==> src/rtl/gayle_mc_if.sv <==
// CPU-side bus bundle for the Gayle interrupt/ID controller:
// address/data strobes, direction, address, data and cycle termination.
interface gayle_mc_if;
    logic        AS20;
    logic        DS20;
    logic        RW;
    logic [31:0] A;
    logic [7:0]  D_IN;
    logic [7:0]  D_OUT;
    logic        ACCESS;
    logic        ACK;

    modport master (
        output AS20, DS20, RW, A, D_IN,
        input  D_OUT, ACCESS, ACK
    );

    modport slave (
        input  AS20, DS20, RW, A, D_IN,
        output D_OUT, ACCESS, ACK
    );
endinterface

==> src/rtl/gayle_mc.sv <==
// Gayle-style IDE interrupt controller with serial ID register.
// Decodes $DA8000-$DAFFFF (STAT/INTCHG/INTENA/INTMODE) and optionally $DE1xxx (ID),
// performs one register op per address strobe and terminates the cycle with ACK
// after WAIT_CYCLES clocks. Channel i maps onto data bit 7-i.
module gayle_mc #(
    parameter int         NCHAN        = 2,
    parameter logic [3:0] GAYLE_ID_VAL = 4'hD,
    parameter bit         ID_EN        = 1'b1,
    parameter int         WAIT_CYCLES  = 2
) (
    input  logic             CLKCPU,
    input  logic             RESET,
    gayle_mc_if.slave        bus,
    input  logic [NCHAN-1:0] IDE_INT,
    output logic             INT2
);
    localparam logic [2:0] WAIT_LD = 3'(WAIT_CYCLES);

    typedef enum logic [1:0] {IDLE, WAIT, DONE} state_t;

    state_t           state_q, state_d;
    logic [2:0]       cnt_q, cnt_d;
    logic [NCHAN-1:0] chg_q, chg_d;
    logic [NCHAN-1:0] ena_q, ena_d;
    logic [NCHAN-1:0] mode_q, mode_d;
    logic [NCHAN-1:0] last_q, last_d;
    logic [3:0]       id_q, id_d;
    logic [7:0]       dout_q, dout_d;
    // Set once AS20 has been seen negated; blocks a new op until the strobe
    // that was active across a reset or a finished cycle has gone away.
    logic             armed_q, armed_d;

    logic             hit_da, hit_id, op, rd_op, wr_op;
    logic [2:0]       sel;
    logic [NCHAN-1:0] din_ch, set_ev, chg_keep;
    logic             unused_bits;

    // Channel vector -> data byte (channel i on bit 7-i, rest zero).
    function automatic logic [7:0] chan_to_byte(input logic [NCHAN-1:0] v);
        logic [7:0] b;
        b = 8'h00;
        for (int i = 0; i < NCHAN; i++) b[7-i] = v[i];
        return b;
    endfunction

    // Data byte -> channel vector (channel i from bit 7-i).
    function automatic logic [NCHAN-1:0] byte_to_chan(input logic [7:0] b);
        logic [NCHAN-1:0] v;
        for (int i = 0; i < NCHAN; i++) v[i] = b[7-i];
        return v;
    endfunction

    assign unused_bits = ^{bus.A[11:0], bus.D_IN};

    // Address decode and op-cycle qualification.
    always_comb begin
        hit_da = (bus.A[31:15] == {16'h00DA, 1'b1});
        hit_id = ID_EN && (bus.A[31:12] == 20'h00DE1);
        sel    = bus.A[14:12];
        din_ch = byte_to_chan(bus.D_IN);
        op     = (state_q == IDLE) && armed_q && (hit_da || hit_id) &&
                 !bus.AS20 && !bus.DS20;
        rd_op  = op && bus.RW;
        wr_op  = op && !bus.RW;
    end

    assign bus.ACCESS = ~(hit_da | hit_id);
    assign bus.ACK    = (state_q != DONE);
    assign bus.D_OUT  = dout_q;
    assign INT2       = ~|(chg_q & ena_q);

    // Register file next-state: reads, writes and interrupt latching.
    always_comb begin
        ena_d    = ena_q;
        mode_d   = mode_q;
        id_d     = id_q;
        dout_d   = dout_q;
        chg_keep = '1;
        last_d   = IDE_INT;

        if (rd_op) begin
            if (hit_id) begin
                dout_d = {id_q[3], 7'b0};
                id_d   = {id_q[2:0], 1'b1};
            end else begin
                case (sel)
                    3'b000:  dout_d = chan_to_byte(IDE_INT);
                    3'b001:  dout_d = chan_to_byte(chg_q);
                    3'b010:  dout_d = chan_to_byte(ena_q);
                    3'b011:  dout_d = chan_to_byte(mode_q);
                    default: dout_d = 8'h00;
                endcase
            end
        end

        if (wr_op) begin
            if (hit_id) begin
                id_d = GAYLE_ID_VAL;
            end else begin
                case (sel)
                    3'b001:  chg_keep = din_ch;
                    3'b010:  ena_d    = din_ch;
                    3'b011:  mode_d   = din_ch;
                    default: ;
                endcase
            end
        end

        // Edge mode needs a 0->1 transition, level mode just a high input;
        // OR-ing the set term last makes a set beat a same-edge clear.
        set_ev = ena_q & ((mode_q & IDE_INT) | (~mode_q & IDE_INT & ~last_q));
        chg_d  = (chg_q & chg_keep) | set_ev;
    end

    // Bus cycle FSM next-state: op, programmable wait, ACK until strobe release.
    always_comb begin
        state_d = state_q;
        cnt_d   = cnt_q;
        armed_d = armed_q;

        if (bus.AS20) armed_d = 1'b1;
        else if (op)  armed_d = 1'b0;

        case (state_q)
            IDLE: begin
                if (op) begin
                    cnt_d   = WAIT_LD;
                    state_d = (WAIT_CYCLES == 0) ? DONE : WAIT;
                end
            end
            WAIT: begin
                if (bus.AS20) begin
                    state_d = IDLE;
                    cnt_d   = 3'd0;
                end else begin
                    cnt_d = cnt_q - 3'd1;
                    if (cnt_q <= 3'd1) state_d = DONE;
                end
            end
            DONE: begin
                if (bus.AS20) state_d = IDLE;
            end
            default: state_d = IDLE;
        endcase
    end

    // State and register flops with asynchronous reset.
    always_ff @(posedge CLKCPU or posedge RESET) begin
        if (RESET) begin
            state_q <= IDLE;
            cnt_q   <= 3'd0;
            chg_q   <= '0;
            ena_q   <= '0;
            mode_q  <= '0;
            last_q  <= '0;
            id_q    <= GAYLE_ID_VAL;
            dout_q  <= 8'h00;
            armed_q <= 1'b0;
        end else begin
            state_q <= state_d;
            cnt_q   <= cnt_d;
            chg_q   <= chg_d;
            ena_q   <= ena_d;
            mode_q  <= mode_d;
            last_q  <= last_d;
            id_q    <= id_d;
            dout_q  <= dout_d;
            armed_q <= armed_d;
        end
    end
endmodule

==> src/flat_wrapper.sv <==
// flat-port wrapper written by rule: the top's interface ports become plain ports
module gayle_mc_flat 
#(
    parameter int         NCHAN        = 2,
    parameter logic [3:0] GAYLE_ID_VAL = 4'hD,
    parameter bit         ID_EN        = 1'b1,
    parameter int         WAIT_CYCLES  = 2
)
  (CLKCPU, RESET, IDE_INT, INT2, bus_AS20, bus_DS20, bus_RW, bus_A, bus_D_IN, bus_D_OUT, bus_ACCESS, bus_ACK);
  gayle_mc_if bus_i ();
  input  logic CLKCPU;
  input  logic RESET;
  input  logic [NCHAN-1:0] IDE_INT;
  output logic INT2;
  input wire logic [$bits(bus_i.AS20)-1:0] bus_AS20;
  input wire logic [$bits(bus_i.DS20)-1:0] bus_DS20;
  input wire logic [$bits(bus_i.RW)-1:0] bus_RW;
  input wire logic [$bits(bus_i.A)-1:0] bus_A;
  input wire logic [$bits(bus_i.D_IN)-1:0] bus_D_IN;
  output wire logic [$bits(bus_i.D_OUT)-1:0] bus_D_OUT;
  output wire logic [$bits(bus_i.ACCESS)-1:0] bus_ACCESS;
  output wire logic [$bits(bus_i.ACK)-1:0] bus_ACK;
  assign bus_i.AS20 = bus_AS20;
  assign bus_i.DS20 = bus_DS20;
  assign bus_i.RW = bus_RW;
  assign bus_i.A = bus_A;
  assign bus_i.D_IN = bus_D_IN;
  assign bus_D_OUT = bus_i.D_OUT;
  assign bus_ACCESS = bus_i.ACCESS;
  assign bus_ACK = bus_i.ACK;
  gayle_mc #(.NCHAN(NCHAN), .GAYLE_ID_VAL(GAYLE_ID_VAL), .ID_EN(ID_EN), .WAIT_CYCLES(WAIT_CYCLES)) u_core (.CLKCPU(CLKCPU), .RESET(RESET), .bus(bus_i), .IDE_INT(IDE_INT), .INT2(INT2));
endmodule
==> config.mk <==
export PLATFORM = sky130hd
export DESIGN_NAME = gayle_mc_flat
export DESIGN_NICKNAME = d
export VERILOG_FILES = /design/src/rtl/gayle_mc_if.sv /design/src/rtl/gayle_mc.sv /design/src/flat_wrapper.sv
export SDC_FILE = /design/constraint.sdc
export NUM_CORES = 1
export LEC_CHECK = 0
export BUFFER_PORTS_ARGS = -buffer_cell sky130_fd_sc_hd__buf_2
export CAP_MARGIN = 30
export CORE_MARGIN = 4
export CORE_UTILIZATION = 35
export DETAILED_ROUTE_END_ITERATION = 10
export GPL_TIMING_DRIVEN = 1
export HOLD_SLACK_MARGIN = 0.05
export PLACE_DENSITY = 0.66
export SLEW_MARGIN = 20
export SYNTH_ARGS = -nofsm -noshare
export SYNTH_HDL_FRONTEND = slang
export SYNTH_SLANG_ARGS = --single-unit
==> constraint.sdc <==
create_clock -name CLKCPU -period 1.8 [get_ports CLKCPU]
set_input_delay 0.09 -clock CLKCPU [delete_from_list [all_inputs] [get_ports CLKCPU]]
set_output_delay 0.09 -clock CLKCPU [all_outputs]
set_load 0.01 [all_outputs]
Word level (Yosys, flattened, before mapping)
Cells that the tools add are included.
- add/subtract/negate cells: 1
- order comparisons: 1
- equality and inequality tests: 11
- mux-type cells: 19
- bitwise gates (word level): 13
- reduce and logical (&&, ||, !) cells: 20
- operators with widths (kind ; number):
    8-bit one-hot mux with 4 select lines ; 1
    20-bit by 12-bit equality test with 1-bit output (second input constant) ; 1
    17-bit by 9-bit equality test with 1-bit output (second input constant) ; 1
    4-bit two-way mux ; 4
    2-bit two-way mux ; 7
    2-bit bitwise AND ; 6
    3-bit AND reduction ; 3
    8-bit two-way mux ; 1
    3-bit by 2-bit equality test with 1-bit output (second input constant) ; 2
    1-bit logical AND ; 6
    3-bit two-way mux ; 2
    2-bit one-hot mux with 3 select lines ; 1
    3-bit one-hot mux with 2 select lines ; 1
    1-bit zero test ; 4
    2-bit != test (second input constant) ; 2
    2-bit NOT ; 2
    2-bit bitwise OR ; 2
    2-bit nonzero test ; 2
    3-bit by 1-bit equality test with 1-bit output (second input constant) ; 1
    3-bit by 1-bit <= comparator with 1-bit output (second input constant) ; 1
    3-bit zero test ; 1
    3-bit by 2-bit != test with 1-bit output (second input constant) ; 1
    3-bit by 1-bit subtractor with 3-bit output (second input constant) ; 1
    2-bit by 1-bit equality test with 1-bit output (second input constant) ; 1
    other kinds (9) ; 11
- bits in registers: 26
- bits of input ports: 47
- logic and storage cells: 74

Longest topological paths before layout
Gate-level depths: netlist (run 1).
- word-level depth: 9
- mapped depth: 6

Worst setup path after synthesis (run 1)
No wires, ideal clock.
- kind: flip-flop to flip-flop
- start: register u_core.state_q[1]
- end: register u_core.ena_q[0]
- library setup time: 0.128 ns
- arrival: 1.702 ns
- path slack: -0.030 ns
- cell stages (with the launch flop): 6
- path buffers: 0
- clock period less this slack: 1.830 ns
- path through: dfrtp_1 nand2b_1 or4_4 nor3b_4 nand4_1 mux2_1
- cells in the longest elaborated chain, start to end: 7
- RTL lines (what ; RTL line ; source):
    start, declared ; gayle_mc.sv:21 ; state_t state_q, state_d;
    start signal, assigned ; gayle_mc.sv:160 ; state_q <= state_d;
    2-bit zero test ; gayle_mc.sv:61 ; op = (state_q == IDLE) && armed_q && (hit_da || hit_id) &&
    1-bit logical AND (3 in a row) ; gayle_mc.sv:61 ;
    1-bit logical AND ; gayle_mc.sv:62 ; !bus.AS20 && !bus.DS20;
    1-bit logical AND ; gayle_mc.sv:64 ; wr_op = op && !bus.RW;
    3-bit AND reduction (no line) ; -- ;
    end signal, assigned ; gayle_mc.sv:163 ; ena_q <= ena_d;
    end, declared ; gayle_mc.sv:24 ; logic [NCHAN-1:0] ena_q, ena_d;
Every way passes these cells.
A chain may end at the register's enable or synchronous reset.

Worst setup path after layout (run 1)
- start: register u_core.state_q[1]
- end: register u_core.mode_q[1]
- cells in the longest elaborated chain, start to end: 7
- RTL lines (what ; RTL line ; source):
    2-bit zero test ; gayle_mc.sv:61 ;
    1-bit logical AND (3 in a row) ; gayle_mc.sv:61 ;
    1-bit logical AND ; gayle_mc.sv:62 ;
    1-bit logical AND ; gayle_mc.sv:64 ;
    3-bit AND reduction (no line) ; -- ;
    end signal, assigned ; gayle_mc.sv:164 ; mode_q <= mode_d;
    end, declared ; gayle_mc.sv:25 ; logic [NCHAN-1:0] mode_q, mode_d;
Every way passes these cells.

==> flow_summary.toml, run 1 <==
[outcome]
status = "finished, violations left"
violations = "negative setup slack"

[setup_path]
crit_path_start_kind = "flip-flop"
cp_max_fo = 4
crit_type = "reg2reg"
worstPathArrival_ps = 2060
critPathCaptureType = "flip-flop"
cp.required_ps = 2000

[sta]
hold_viol = 0
fin_crit_sh_pct = 103.6
finalSetupTns_ps = -198.8
setup_viol = 4
slew_viol_final = 0
max_slew_margin_pct = 48.34
fin_skew_ps = 3.242
fmax_mhz = 536.1
setup_slack_ps = -65.20
finalCriticalPeriod_ps = 1865
worstMarginPinSlew_ps = 774.1
rsz0062_at_grt = "yes"

[synth]
synth_top_flop_cell = "dfrtp_1"
yosysMostFrequentCell = "dfrtp_1"
ys_ff_latch = 20
synth_top_cells_by_count = "dfrtp_1, nor2_1, buf_4, inv_1, nand2b_1"
async_flop_share_pct = 100.0
yosys.area.top_type = "dfrtp_1"
yosys_warnings = 0
synth_area_um2 = 1190
yosysUniqueCellTypes = 44
synth.area.top_cells = "dfrtp_1, dfstp_2, buf_4"
avgSynthCellArea_um2 = 11.02
postSynthCellCount = 108
synth_enable_flop_cells = 0
yosysSeqAreaShare_pct = 42.38
yosys.area.top_type_share_pct = 35.75

[pwr]
p_leak_uw = 0.0007617
power.density_nw_per_um2 = 528.9
irDropWorstVdd_v = 0.0002436
p_total_uw = 843.0

[floorplan]
die_area_um2 = 4396
start_util_pct = 37.74
num_rows = 20
die_h_um = 66.31
io_pins = 58
dieWidth_um = 66.31
core_um2 = 3153

[global_routing]
grt-ovfl-total = 0
grt_pass1_wl_um = 4664
grt_use_total_pct = 13.72
grt_start_max_net_pins = 21
grt_pass1_vias = 1055
grt_antenna_before_repair = 0

[job]
max-cap-violations = 0

[cts]
cts.clk_slew.worst_paths_ps = 110
htreeDepth = 1
numCtsBuffers = 3
worstSkewPairLatency_ps = 300
cts_tree = "done"
clkSinkCount = 20
root_buffer = "clkbuf_4"
ctsLongestPathBuffers = 2

[routing]
viasPerCell = 5.014
drt_wl_total_um = 2771
initialDrtViolationCount = 37
wire_per_inst_um = 13.26
ant_nets = 0
drc = 0
vias = 1048
dr.pass1.iters = 4

[worst_hold_path]
hold_path.class = "in2reg"

[final_layout]
area_delta_synth_final_pct = 33.96
antenna_cells = 0
fin_nets = 215
drive_above_1_share_pct = 43.03
fillers = 305

[place]
place.gp.congestion = 0.7692
io_buffers = 33
hpwlAfterDp_um = 2158
power by group:
group	internal (uW)	switching [uW]	total, uW
combinational	75.1	74.5	150
sequential	461	10.3	472
clock	86.3	135	222
total	623	220	843
cell usage in the layout, fill, tap and decap left out, types with 3 or more instances in the layout:
cell type	count
nor2_1	11
clkbuf_4	3
inv_1	6
dfstp_2	3
nand3_1	3
a21oi_1	3
buf_2	33
buf_4	16
mux2_2	3
dfrtp_1	17
dlygate4sd3_1	6
nand2b_1	4
conb_1	6
layer usage:
layer	GRT usage, %	vias to the layer above	wire, um
met1	17.46	504	1165
li1	-	502	-
met2	23.30	40	1382
met3	2.381	2	206
met5	0	-	0
met4	4.569	0	17
sequential cells by signal, summed over array words and instances, names as in the netlist, named ones only:
signal            flops
u_core.last_q         2
u_core.bus.D_OUT      2
u_core.mode_q         2
u_core.armed_q        1
u_core.state_q        2
u_core.ena_q          2
u_core.chg_q          2
u_core.id_q           3
u_core.cnt_q          3
path summary, 6_finish.rpt:
check	slack, ps	start	depth (start not counted)	endpoint
max in group asynchronous	840	RESET	3	u_core.bus.D_OUT[7]$_DFFE_PP0N_
worst max-delay path	-70	u_core.state_q[1]$_DFFE_PP0P_	5	u_core.mode_q[1]$_DFFE_PP0P_
worst min register to register	500	u_core.id_q[2]$_DFF_PP1_	2	u_core.id_q[3]$_DFF_PP1_
worst min-delay path	110	bus_AS20	3	u_core.state_q[1]$_DFFE_PP0P_
min in group asynchronous	470	RESET	3	u_core.chg_q[1]$_DFF_PP0_
worst max register to register	-70	u_core.state_q[1]$_DFFE_PP0P_	5	u_core.mode_q[1]$_DFFE_PP0P_
logic make-up (layout without fill, tap and decap cells):
| logic type | count (synthesis) | count (layout) | synth area share, % |
|---|---|---|---|
| AOI/OAI and AO/OA | 15 | 15 | 8.832 |
| adders and majority gates | 2 | 2 | 2.103 |
| buffers and inverters | 13 | 65 | 6.624 |
| DFF | 20 | 20 | 42.38 |
| muxes | 10 | 10 | 11.57 |
| other | 1 | 6 | 0.3152 |
| and+or+nand+nor | 47 | 47 | 28.18 |
critical path: stages, from the launching register on:
cell and delay [ps]:
dfrtp_1 390, nand2b_4 140, or4_4 440, nor3b_4 250, nand4_1 200, mux2_4 350
timing repair:
action | 4_1_cts | 5_1_grt
setup buffers | 2 | 2
hold endpoints to repair | 26 | 0
hold buffers | 6 | 0
resized for setup | 1 | 1
setup endpoints to repair | 5 | 8
pin swaps | 3 | 5
final cells by class:
type,instances,area [um2],area share (%)
timing repair buffer,55,345.3,21.66
clock buffer,4,26.28,1.648
multi-input combinational,80,640.6,40.19
sequential,20,504.2,31.63
tap,44,55.05,3.454
inverter,6,22.52,1.413
metrics by stage:
stage | util (%) | cells | hold WS [ps] | cell area (um2) | setup WS, ps
after floorplan | - | 113 | 51.61 | 1216 | -18.68
final | 50.56 | 209 | 108.7 | 1594 | -65.20
after global routing | 50.56 | 209 | 110.5 | 1594 | -156.2
after global placement | 46.63 | 195 | 223.5 | 1470 | -81.33
after detailed placement | 46.63 | 195 | 225.4 | 1470 | -68.61
after CTS | 49.96 | 207 | 90.17 | 1575 | -84.45
No activity file was read; power rests on OpenSTA's default activity.
==> inputs of run 2 (changes only) <==
--- a/config.mk
+++ b/config.mk
@@ -7,12 +7,13 @@
 export LEC_CHECK = 0
 export BUFFER_PORTS_ARGS = -buffer_cell sky130_fd_sc_hd__buf_2
 export CAP_MARGIN = 30
-export CORE_MARGIN = 4
+export CORE_MARGIN = 8
 export CORE_UTILIZATION = 35
 export DETAILED_ROUTE_END_ITERATION = 10
 export GPL_TIMING_DRIVEN = 1
 export HOLD_SLACK_MARGIN = 0.05
 export PLACE_DENSITY = 0.66
+export REMOVE_ABC_BUFFERS = 1
 export SLEW_MARGIN = 20
 export SYNTH_ARGS = -nofsm -noshare
 export SYNTH_HDL_FRONTEND = slang
==> run 2 against run 1 <==
  * The flow still finishes with violations (negative setup slack)
  * Total power shrank 0.69%
  * Worst setup slack lost 27 ps
  * Clock skew rose by 3.1 ps
  * Utilization shrank 2.2 points
  * Count of clock-buffer cells in the layout did not move
  * Routed wire length grew 2.5%
  * Die area rose by 26%
  * Hold slack worse by 1.3 ps
==> flow_summary.toml, run 2 (synthesis results as in run 1) <==
[floorplan]
io_pins = 58
die_area_um2 = 5521
start_util_pct = 35.94
dieWidth_um = 74.31
die_h_um = 74.31
num_rows = 21
core_um2 = 3311

[setup_path]
path_delay_family = "simple AND/OR/NAND/NOR gates"
r2r_end = "u_core.ena_q[1]$_DFFE_PP0P_"
crit_type = "reg2reg"
worstPathArrival_ps = 2080
critPathCaptureType = "flip-flop"
worst-path-buf-inv = 0
rrSetupSlack_ps = -90
reg2reg_depth = 5
rr_startpoint = "u_core.state_q[1]$_DFFE_PP0P_"
crit_path_start_kind = "flip-flop"
path_cells = "nand2b_4 > or4_4 > nor3b_4 > nand4_1 > mux2_1"
cp.required_ps = 1990
crit_slowest_cell = "or4_4"
slowest_delay_ps = 440
cp_max_fo = 4

[final_layout]
fin_nets = 215
drive_above_1_share_pct = 43.64
multi_input_area_um2 = 644.4
final_cell_mix = "buf_2, dfrtp_1, buf_4, nor2_1"
layout.cells.non_filler = 211
fillers = 311
regArea_um2 = 504.2
antenna_cells = 0
final_common_cell = "buf_2"
reg_top3 = "u_core.cnt_q x3, u_core.id_q x3"
area_delta_synth_final_pct = 34.49

[global_routing]
grt_use_total_pct = 10.42
grt_antenna_before_repair = 0
grt-ovfl-total = 0
grt_pass1_vias = 1006
grt_start_max_net_pins = 21
grt_pass1_wl_um = 4540

[routing]
ant_nets = 0
initialDrtViolationCount = 32
viasPerCell = 4.806
dr.pass1.iters = 4
drt_wl_total_um = 2841
wire_per_inst_um = 13.46
vias = 1014
drc = 0

[cts]
worstSkewPairLatency_ps = 300
root_buffer = "clkbuf_4"
numCtsBuffers = 3
cts_tree = "done"
htreeDepth = 1
ctsLongestPathBuffers = 2
clkSinkCount = 20
cts.clk_slew.worst_paths_ps = 110

[pwr]
irDropWorstVdd_v = 0.0002319
power.density_nw_per_um2 = 523.2
p_leak_uw = 0.0007640

[place]
place.gp.congestion = 0.8892
io_buffers = 33
hpwlAfterDp_um = 2239
place_inst = 198
place_ws_ps = -93.80

[outcome]
status = "finished, violations left"
violations = "negative setup slack"

[sta]
slew_viol_final = 0
fin_skew_ps = 6.307
finalCriticalPeriod_ps = 1892
finalSetupTns_ps = -340.2
max_slew_margin_pct = 49.68
rsz0062_at_grt = "yes"
fmax_mhz = 528.6
worstMarginPinSlew_ps = 753.9
fin_crit_sh_pct = 105.1
setup_slack_ps = -91.71
setup_viol = 4
hold_viol = 0

[job]
max-cap-violations = 0

[worst_hold_path]
hold_end = "u_core.state_q[1]$_DFFE_PP0P_"
hp-start = "bus_AS20"
hold_depth = 3
hold_path.class = "in2reg"
## run 2: power by group
part / switching, uW / internal (uW) / leakage, uW / total, uW
sequential: 10.6 / 461 / 0.000245 / 472
combinational: 71.7 / 74.5 / 0.000504 / 146
clock: 133 / 86.2 / 0.0000150 / 219
## run 2: worst register-to-register path, stage by stage, from the launching register on
cell,delay (ps)
dfrtp_1,400
nand2b_4,140
or4_4,440
nor3b_4,250
nand4_1,200
mux2_1,360
## run 2: metrics by stage
step	cell area, um2	hold slack [ps]	total power (uW)	util [%]
final	1600	107.4	837.2	48.34
after global routing	1600	116.6	880.2	48.34
after CTS	1570	101.4	840.9	47.43
after detailed placement	1473	222.8	614.2	44.48
after global placement	1473	226.8	607.4	44.48
after floorplan	1152	51.61	548.7	-
## run 2: how the worst max path moves through the flow
stage,endpoint,slack [ps],startpoint,cells past startpoint
after detailed placement,u_core.ena_q[1]$_DFFE_PP0P_,-90,u_core.state_q[1]$_DFFE_PP0P_,5
after global placement,u_core.ena_q[1]$_DFFE_PP0P_,-90,u_core.state_q[1]$_DFFE_PP0P_,5
after CTS,u_core.ena_q[1]$_DFFE_PP0P_,-100,u_core.state_q[1]$_DFFE_PP0P_,5
final,u_core.ena_q[1]$_DFFE_PP0P_,-90,u_core.state_q[1]$_DFFE_PP0P_,5
after floorplan,u_core.ena_q[0]$_DFFE_PP0P_,-30,u_core.state_q[1]$_DFFE_PP0P_,5
after global routing,u_core.ena_q[1]$_DFFE_PP0P_,-170,u_core.state_q[1]$_DFFE_PP0P_,5
## run 2: metal layers
metal | track usage (%) | part of all wire, % | wire (um) | vias to the layer above
met3 | 2.426 | 8.7 | 248 | 6
met2 | 18.46 | 48 | 1356 | 34
met4 | 4.565 | 2.0 | 57 | 0
met5 | 0 | 0 | 0 | -
li1 | - | - | - | 498
met1 | 11.55 | 42 | 1180 | 476
## run 2: repair_timing
item,CTS,global route
hold endpoints to repair,25,0
setup endpoints to repair,5,9
cloned,0,0
hold buffers,6,0
buffers inserted,0,3
gates resized for setup,2,2
pin swaps,4,3
## run 2: final cells by class
class                      instances  area share [%]
tap                               46           3.597
clock buffer                       4           1.642
sequential                        20           31.51
inverter                           6           1.407
multi-input combinational         80           40.27
timing repair buffer              55           21.58
